[config.mk]
export PLATFORM = sky130hd
export DESIGN_NAME = hazard_ctrl
export DESIGN_NICKNAME = d
export VERILOG_FILES = /design/src/rtl/hazard_pkg.sv /design/src/rtl/md_busy_timer.sv /design/src/rtl/hazard_ctrl.sv
export SDC_FILE = /design/constraint.sdc
export NUM_CORES = 1
export LEC_CHECK = 0
export ABC_AREA = 1
export CAP_MARGIN = 20
export CORE_ASPECT_RATIO = 1.1
export CORE_MARGIN = 2
export CORE_UTILIZATION = 44
export CTS_BUF_LIST = sky130_fd_sc_hd__clkbuf_8
export DETAILED_ROUTE_END_ITERATION = 8
export GPL_TIMING_DRIVEN = 0
export PLACE_DENSITY = 0.83
export SYNTH_ARGS = -nofsm -noshare
export SYNTH_HDL_FRONTEND = slang
export SYNTH_HIERARCHICAL = 1
export SYNTH_SLANG_ARGS = --single-unit
[constraint.sdc]
create_clock -name clk -period 2.1 [get_ports clk]
set_clock_uncertainty 0.15 [all_clocks]
set_input_delay 0.525 -clock clk [delete_from_list [all_inputs] [get_ports clk]]
set_output_delay 0.525 -clock clk [all_outputs]
set_load 0.01 [all_outputs]
[src/rtl/hazard_pkg.sv]
// Shared encodings for the pipeline hazard controller: Tuse/Tnew values,
// forward-select codes for the D and E stages, and mult/div start codes.
package hazard_pkg;

    localparam logic [1:0] TUSE_D    = 2'd0;
    localparam logic [1:0] TUSE_E    = 2'd1;
    localparam logic [1:0] TUSE_M    = 2'd2;
    localparam logic [1:0] TUSE_NONE = 2'd3;

    localparam logic [1:0] TNEW_NOW  = 2'd0;

    localparam logic [1:0] FWD_D_RF  = 2'd0;
    localparam logic [1:0] FWD_D_E   = 2'd1;
    localparam logic [1:0] FWD_D_M   = 2'd2;
    localparam logic [1:0] FWD_D_W   = 2'd3;

    localparam logic [1:0] FWD_E_IDEX = 2'd0;
    localparam logic [1:0] FWD_E_M    = 2'd1;
    localparam logic [1:0] FWD_E_W    = 2'd2;

    localparam logic [1:0] MD_NONE = 2'b00;
    localparam logic [1:0] MD_MULT = 2'b01;
    localparam logic [1:0] MD_DIV  = 2'b10;

    typedef enum logic {
        MD_IDLE = 1'b0,
        MD_BUSY = 1'b1
    } md_state_e;

    // A stage blocks lower-priority sources once its wa matches, even if not ready.
    function automatic logic [1:0] d_fwd_sel(
        input logic [4:0] src,
        input logic [4:0] e_wa, input logic [1:0] e_tnew,
        input logic [4:0] m_wa, input logic [1:0] m_tnew,
        input logic [4:0] w_wa
    );
        logic [1:0] sel;
        sel = FWD_D_RF;
        if (e_wa != 5'd0 && src == e_wa)
            sel = (e_tnew == TNEW_NOW) ? FWD_D_E : FWD_D_RF;
        else if (m_wa != 5'd0 && src == m_wa)
            sel = (m_tnew == TNEW_NOW) ? FWD_D_M : FWD_D_RF;
        else if (w_wa != 5'd0 && src == w_wa)
            sel = FWD_D_W;
        return sel;
    endfunction

    function automatic logic [1:0] e_fwd_sel(
        input logic [4:0] src,
        input logic [4:0] m_wa, input logic [1:0] m_tnew,
        input logic [4:0] w_wa
    );
        logic [1:0] sel;
        sel = FWD_E_IDEX;
        if (m_wa != 5'd0 && src == m_wa)
            sel = (m_tnew == TNEW_NOW) ? FWD_E_M : FWD_E_IDEX;
        else if (w_wa != 5'd0 && src == w_wa)
            sel = FWD_E_W;
        return sel;
    endfunction

    function automatic logic src_stall(
        input logic [4:0] src, input logic [1:0] tuse,
        input logic [4:0] e_wa, input logic [1:0] e_tnew,
        input logic [4:0] m_wa, input logic [1:0] m_tnew
    );
        return (src != 5'd0) && (tuse != TUSE_NONE) &&
               ((src == e_wa && tuse < e_tnew) || (src == m_wa && tuse < m_tnew));
    endfunction

endpackage

[src/rtl/md_busy_timer.sv]
// Tracks the multi-cycle mult/div unit: a start seen while idle loads the
// matching latency, and md_busy_o stays high for exactly that many cycles.
module md_busy_timer
    import hazard_pkg::*;
#(
    parameter int MULT_CYC = 5,
    parameter int DIV_CYC  = 10
) (
    input  logic       clk,
    input  logic       rst_n,
    input  logic [1:0] md_start_i,
    output logic       md_busy_o,
    output logic       state_o
);

    localparam int MAX_CYC = (MULT_CYC > DIV_CYC) ? MULT_CYC : DIV_CYC;
    localparam int CW      = $clog2(MAX_CYC + 1);

    md_state_e      state_q;
    logic [CW-1:0]  count_q;
    logic           busy_q;

    // Starts arriving while BUSY are dropped; the reserved code acts as none.
    always_ff @(posedge clk or negedge rst_n) begin
        if (!rst_n) begin
            state_q <= MD_IDLE;
            count_q <= '0;
            busy_q  <= 1'b0;
        end else begin
            case (state_q)
                MD_IDLE: begin
                    if (md_start_i == MD_MULT) begin
                        state_q <= MD_BUSY;
                        count_q <= CW'(MULT_CYC);
                        busy_q  <= 1'b1;
                    end else if (md_start_i == MD_DIV) begin
                        state_q <= MD_BUSY;
                        count_q <= CW'(DIV_CYC);
                        busy_q  <= 1'b1;
                    end
                end
                MD_BUSY: begin
                    if (count_q == CW'(1)) begin
                        state_q <= MD_IDLE;
                        count_q <= '0;
                        busy_q  <= 1'b0;
                    end else begin
                        count_q <= count_q - CW'(1);
                    end
                end
                default: begin
                    state_q <= MD_IDLE;
                    count_q <= '0;
                    busy_q  <= 1'b0;
                end
            endcase
        end
    end

    assign md_busy_o = busy_q;
    assign state_o   = state_q;

endmodule

[src/rtl/hazard_ctrl.sv]
// Five-stage MIPS hazard controller: D-stage stall decision, D/E operand
// forward selects, mult/div busy tracking and a saturating stall counter.
module hazard_ctrl
    import hazard_pkg::*;
#(
    parameter int MULT_CYC = 5,
    parameter int DIV_CYC  = 10,
    parameter int CNT_W    = 16
) (
    input  logic             clk,
    input  logic             rst_n,
    input  logic [4:0]       d_rs,
    input  logic [4:0]       d_rt,
    input  logic [1:0]       d_rs_tuse,
    input  logic [1:0]       d_rt_tuse,
    input  logic             d_md,
    input  logic [4:0]       e_rs,
    input  logic [4:0]       e_rt,
    input  logic [4:0]       e_wa,
    input  logic [4:0]       m_wa,
    input  logic [4:0]       w_wa,
    input  logic [1:0]       e_tnew,
    input  logic [1:0]       m_tnew,
    input  logic [1:0]       e_md_start,
    output logic             pc_en,
    output logic             fd_en,
    output logic             de_clr,
    output logic [1:0]       fwd_d_rs,
    output logic [1:0]       fwd_d_rt,
    output logic [1:0]       fwd_e_rs,
    output logic [1:0]       fwd_e_rt,
    output logic             md_busy,
    output logic [CNT_W-1:0] stall_cnt
);

    logic             md_state;
    logic             data_stall;
    logic             md_stall;
    logic             stall;
    logic [CNT_W-1:0] stall_cnt_q;
    logic [CNT_W-1:0] stall_cnt_d;

    md_busy_timer #(
        .MULT_CYC (MULT_CYC),
        .DIV_CYC  (DIV_CYC)
    ) u_md_timer (
        .clk        (clk),
        .rst_n      (rst_n),
        .md_start_i (e_md_start),
        .md_busy_o  (md_busy),
        .state_o    (md_state)
    );

    always_comb begin
        data_stall = src_stall(d_rs, d_rs_tuse, e_wa, e_tnew, m_wa, m_tnew) ||
                     src_stall(d_rt, d_rt_tuse, e_wa, e_tnew, m_wa, m_tnew);
        // A start in E this cycle counts as busy even before the timer reacts.
        md_stall   = d_md && (md_busy || e_md_start == MD_MULT || e_md_start == MD_DIV);
        stall      = data_stall || md_stall;
        pc_en      = !stall;
        fd_en      = !stall;
        de_clr     = stall;
        fwd_d_rs   = d_fwd_sel(d_rs, e_wa, e_tnew, m_wa, m_tnew, w_wa);
        fwd_d_rt   = d_fwd_sel(d_rt, e_wa, e_tnew, m_wa, m_tnew, w_wa);
        fwd_e_rs   = e_fwd_sel(e_rs, m_wa, m_tnew, w_wa);
        fwd_e_rt   = e_fwd_sel(e_rt, m_wa, m_tnew, w_wa);
    end

    always_comb begin
        stall_cnt_d = stall_cnt_q;
        if (stall && stall_cnt_q != {CNT_W{1'b1}})
            stall_cnt_d = stall_cnt_q + CNT_W'(1);
    end

    always_ff @(posedge clk or negedge rst_n) begin
        if (!rst_n) stall_cnt_q <= '0;
        else        stall_cnt_q <= stall_cnt_d;
    end

    assign stall_cnt = stall_cnt_q;

endmodule

==> metrics <==
status finished, violations left; failing checks setup timing; die footprint between 6000 and 7000 um^2; post-place setup slack -1.263 ns; clock buffer depth 2; worst endpoint data arrival time 1.74 ns; library cells used by synthesis 31; Via density 5.088; synth warn 6; maxcap violations 0; syn_nets 429; Psw 0.8235 mW; drc violations 0; Setup WS post-layout -0.3104 ns; Final period util 1.148; vias in the first global route 2555; GR Overflow Total 0; CP Data Required Time 1.42 ns; DP Wirelength 5049 um; GRT Total Usage 0.2288; Filler cells 413; clock share of power 0.144; commonest non-fill, non-tap cell in the layout nand2_1; share of cells above drive strength 1 0.3384; H-tree depth 1; core area 5290 um^2; multi-input logic area 1847 um^2; final hold slack between 0.3 and 0.4 ns; Final Wtd Congestion approximately 0.88; pwr/cell area 573.8 nW/um^2; Setup TNS -2.178 ns; Synth Cell Area 2381 um^2; commonest cells after routing, fill and taps aside nand2_1, inv_1, nand3_1; crit path launch type input pin; Max Clk Rate 414.9 MHz; Seq. cell area 550.5 um^2; RSZ-0062 raised after global routing true; Syn Area/Cell 6.383 um^2; final hold vios 0; I/O pin cnt 76; DR pass1 iterations 4; DRT iter0 DRCs 134; Final Setup Violations 11; sw frac 0.3924; reg-to-reg setup timing slack 0.13 ns; Synth Instances ~370; CTS tree done; post-synthesis sequential element count 22; final WL 7116 um; Logic pwr share 0.542; CTS Buf Count 3; clk sinks 22; Max Slew Vio Count 0; Int Power around 1.3 mW; peak fanout along the critical path 4; VDD IR max 0.6567 mV; cell row count 28; Worst-Margin Slew 0.3505 ns; Post-DRT Antenna Nets 0; Clock transition at path regs 0.08 ns; Vias around 2700; FF-to-FF path depth 9; Worst-Skew Late Latency 0.27 ns; Crit. End Element primary output; Area Growth Syn to Fin 53.60%; Die Height 81.16 um; path type of the worst min-delay path in2async; reg-to-reg endpoint stall_cnt[2]; Reg power frac 0.314; largest net degree at the start of global routing 23; first-pass GRT wire length 10970 um; Starting Density 0.4501; leak pwr 1.747 nW; NumNets Final 518; Port-buffer cells 68; worst r2r src stall_cnt[0]; die width 74.14 um; ANT cells 0; drt wl/cell ~13 um; initial antenna violation count 0; post-synthesis sequential area ratio 0.2312; root buf cell clkbuf_8; Crit Path Category in2out; headroom to the max-slew limit 0.7639; minimum clock period 2.410 ns
## final cells by class
| class | count | share of cell area |
|---|---|---|
| multi-input cells | 288 | 0.5050 |
| repair buffers | 85 | 0.2138 |
| flip-flops and latches | 22 | 0.1505 |
| inverters | 51 | 0.05919 |
| plain buffers | 11 | 0.03079 |
| well taps | 75 | 0.02566 |
| clock buffers | 4 | 0.01505 |
## what timing repair did
item | CTS | global route
gates resized for setup | 239 | 59
pin swaps | 44 | 34
buffers inserted | 11 | 6
endpoints found under the setup margin | 27 | 21
hold buffers | 0 | 0
gates cloned | 0 | 0
## flip-flops by register name (all words and copies together) (netlist names)
register,flops
stall_cnt,16
u_md_timer/count_q,4
u_md_timer/md_busy_o,1
u_md_timer/state_o,1
## kinds of logic (layout without fill, tap and decap cells)
kind of cell             Yosys count  in the layout  share of synthesized area
AO/OA/AOI/OAI                     19             19                    0.04414
adder cells (fa/ha/maj)            8              8                    0.04204
multiplexers                       1              1                   0.004204
buffers and inverters             63            151                     0.1119
XOR/XNOR                          46             46                     0.1692
flip-flops                        22             22                     0.2312
AND/OR/NAND/NOR                  214            214                     0.3973
## metrics by stage
stage	std cells	util	power (mW)	area [um^2]
6_report	536	0.6913	2.098	3657
5_1_grt	536	0.6913	2.252	3657
4_1_cts	531	0.6582	2.018	3482
3_5_place_dp	516	0.6209	1.661	3284
3_3_place_gp	516	0.6209	1.627	3284
2_1_floorplan	373	-	1.268	2510
## synthesized netlist by cell type
master    number  area share
dfrtp_1       22        0.23
o21ai_0        7       0.015
nor2_1        23       0.036
nand2_2        2      0.0053
inv_1         42       0.066
buf_4          1      0.0032
nand3_1       31       0.065
buf_2          3      0.0063
nor3_1         7       0.015
or2_0          1      0.0026
nor2_2         5       0.013
inv_2          9       0.014
o31ai_1        1      0.0032
nand3_4        1      0.0074
a21oi_2        2      0.0074
o21ai_1        1      0.0021
nor4_1         6       0.016
buf_6          3       0.014
nand2_4        1      0.0047
nand3b_1       1      0.0032
or2_2          2      0.0053
mux2i_1        1      0.0042
xnor2_1       31        0.11
buf_1          2      0.0032
ha_1           8       0.042
clkbuf_1       3      0.0047
nand2_1      123        0.19
nor4b_1        1      0.0037
a21oi_1        8       0.017
nand4_1       10       0.026
xor2_1        15       0.055
## routing by layer
metal | global-route usage | wire, um
met1 | 0.2695 | 2726
met2 | 0.4152 | 3666
met3 | 0.02233 | 458
met4 | 0.1000 | 264
met5 | 0 | 0
## critical path, stage by stage
cell	delay, ns
buf_8	0.11
inv_2	0.06
nand4_1	0.18
nor2_4	0.17
buf_6	0.14
nor2_4	0.03
nand3b_1	0.21
mux2i_2	0.17
buf_2	0.15
## power groups by stage
stage | combinational [mW] | clock, mW | sequential, mW
finish | 1.14 | 0.303 | 0.658
global route | 1.25 | 0.328 | 0.672
CTS | 1.05 | 0.311 | 0.657
detailed placement | 1.00 | 0 | 0.660
global placement | 0.972 | 0 | 0.655
floorplan | 0.603 | 0 | 0.665
## worst max path at each step
stage,to,start,slack (ns)
finish,fwd_d_rt[0],m_wa[1],-0.31
global route,fwd_d_rt[0],m_wa[1],-0.34
CTS,pc_en,e_tnew[1],-0.26
detailed placement,pc_en,d_rt[2],-1.26
global placement,pc_en,d_rt[2],-1.22
floorplan,pc_en,m_wa[1],-0.08
(Power assumes the default switching activity.)
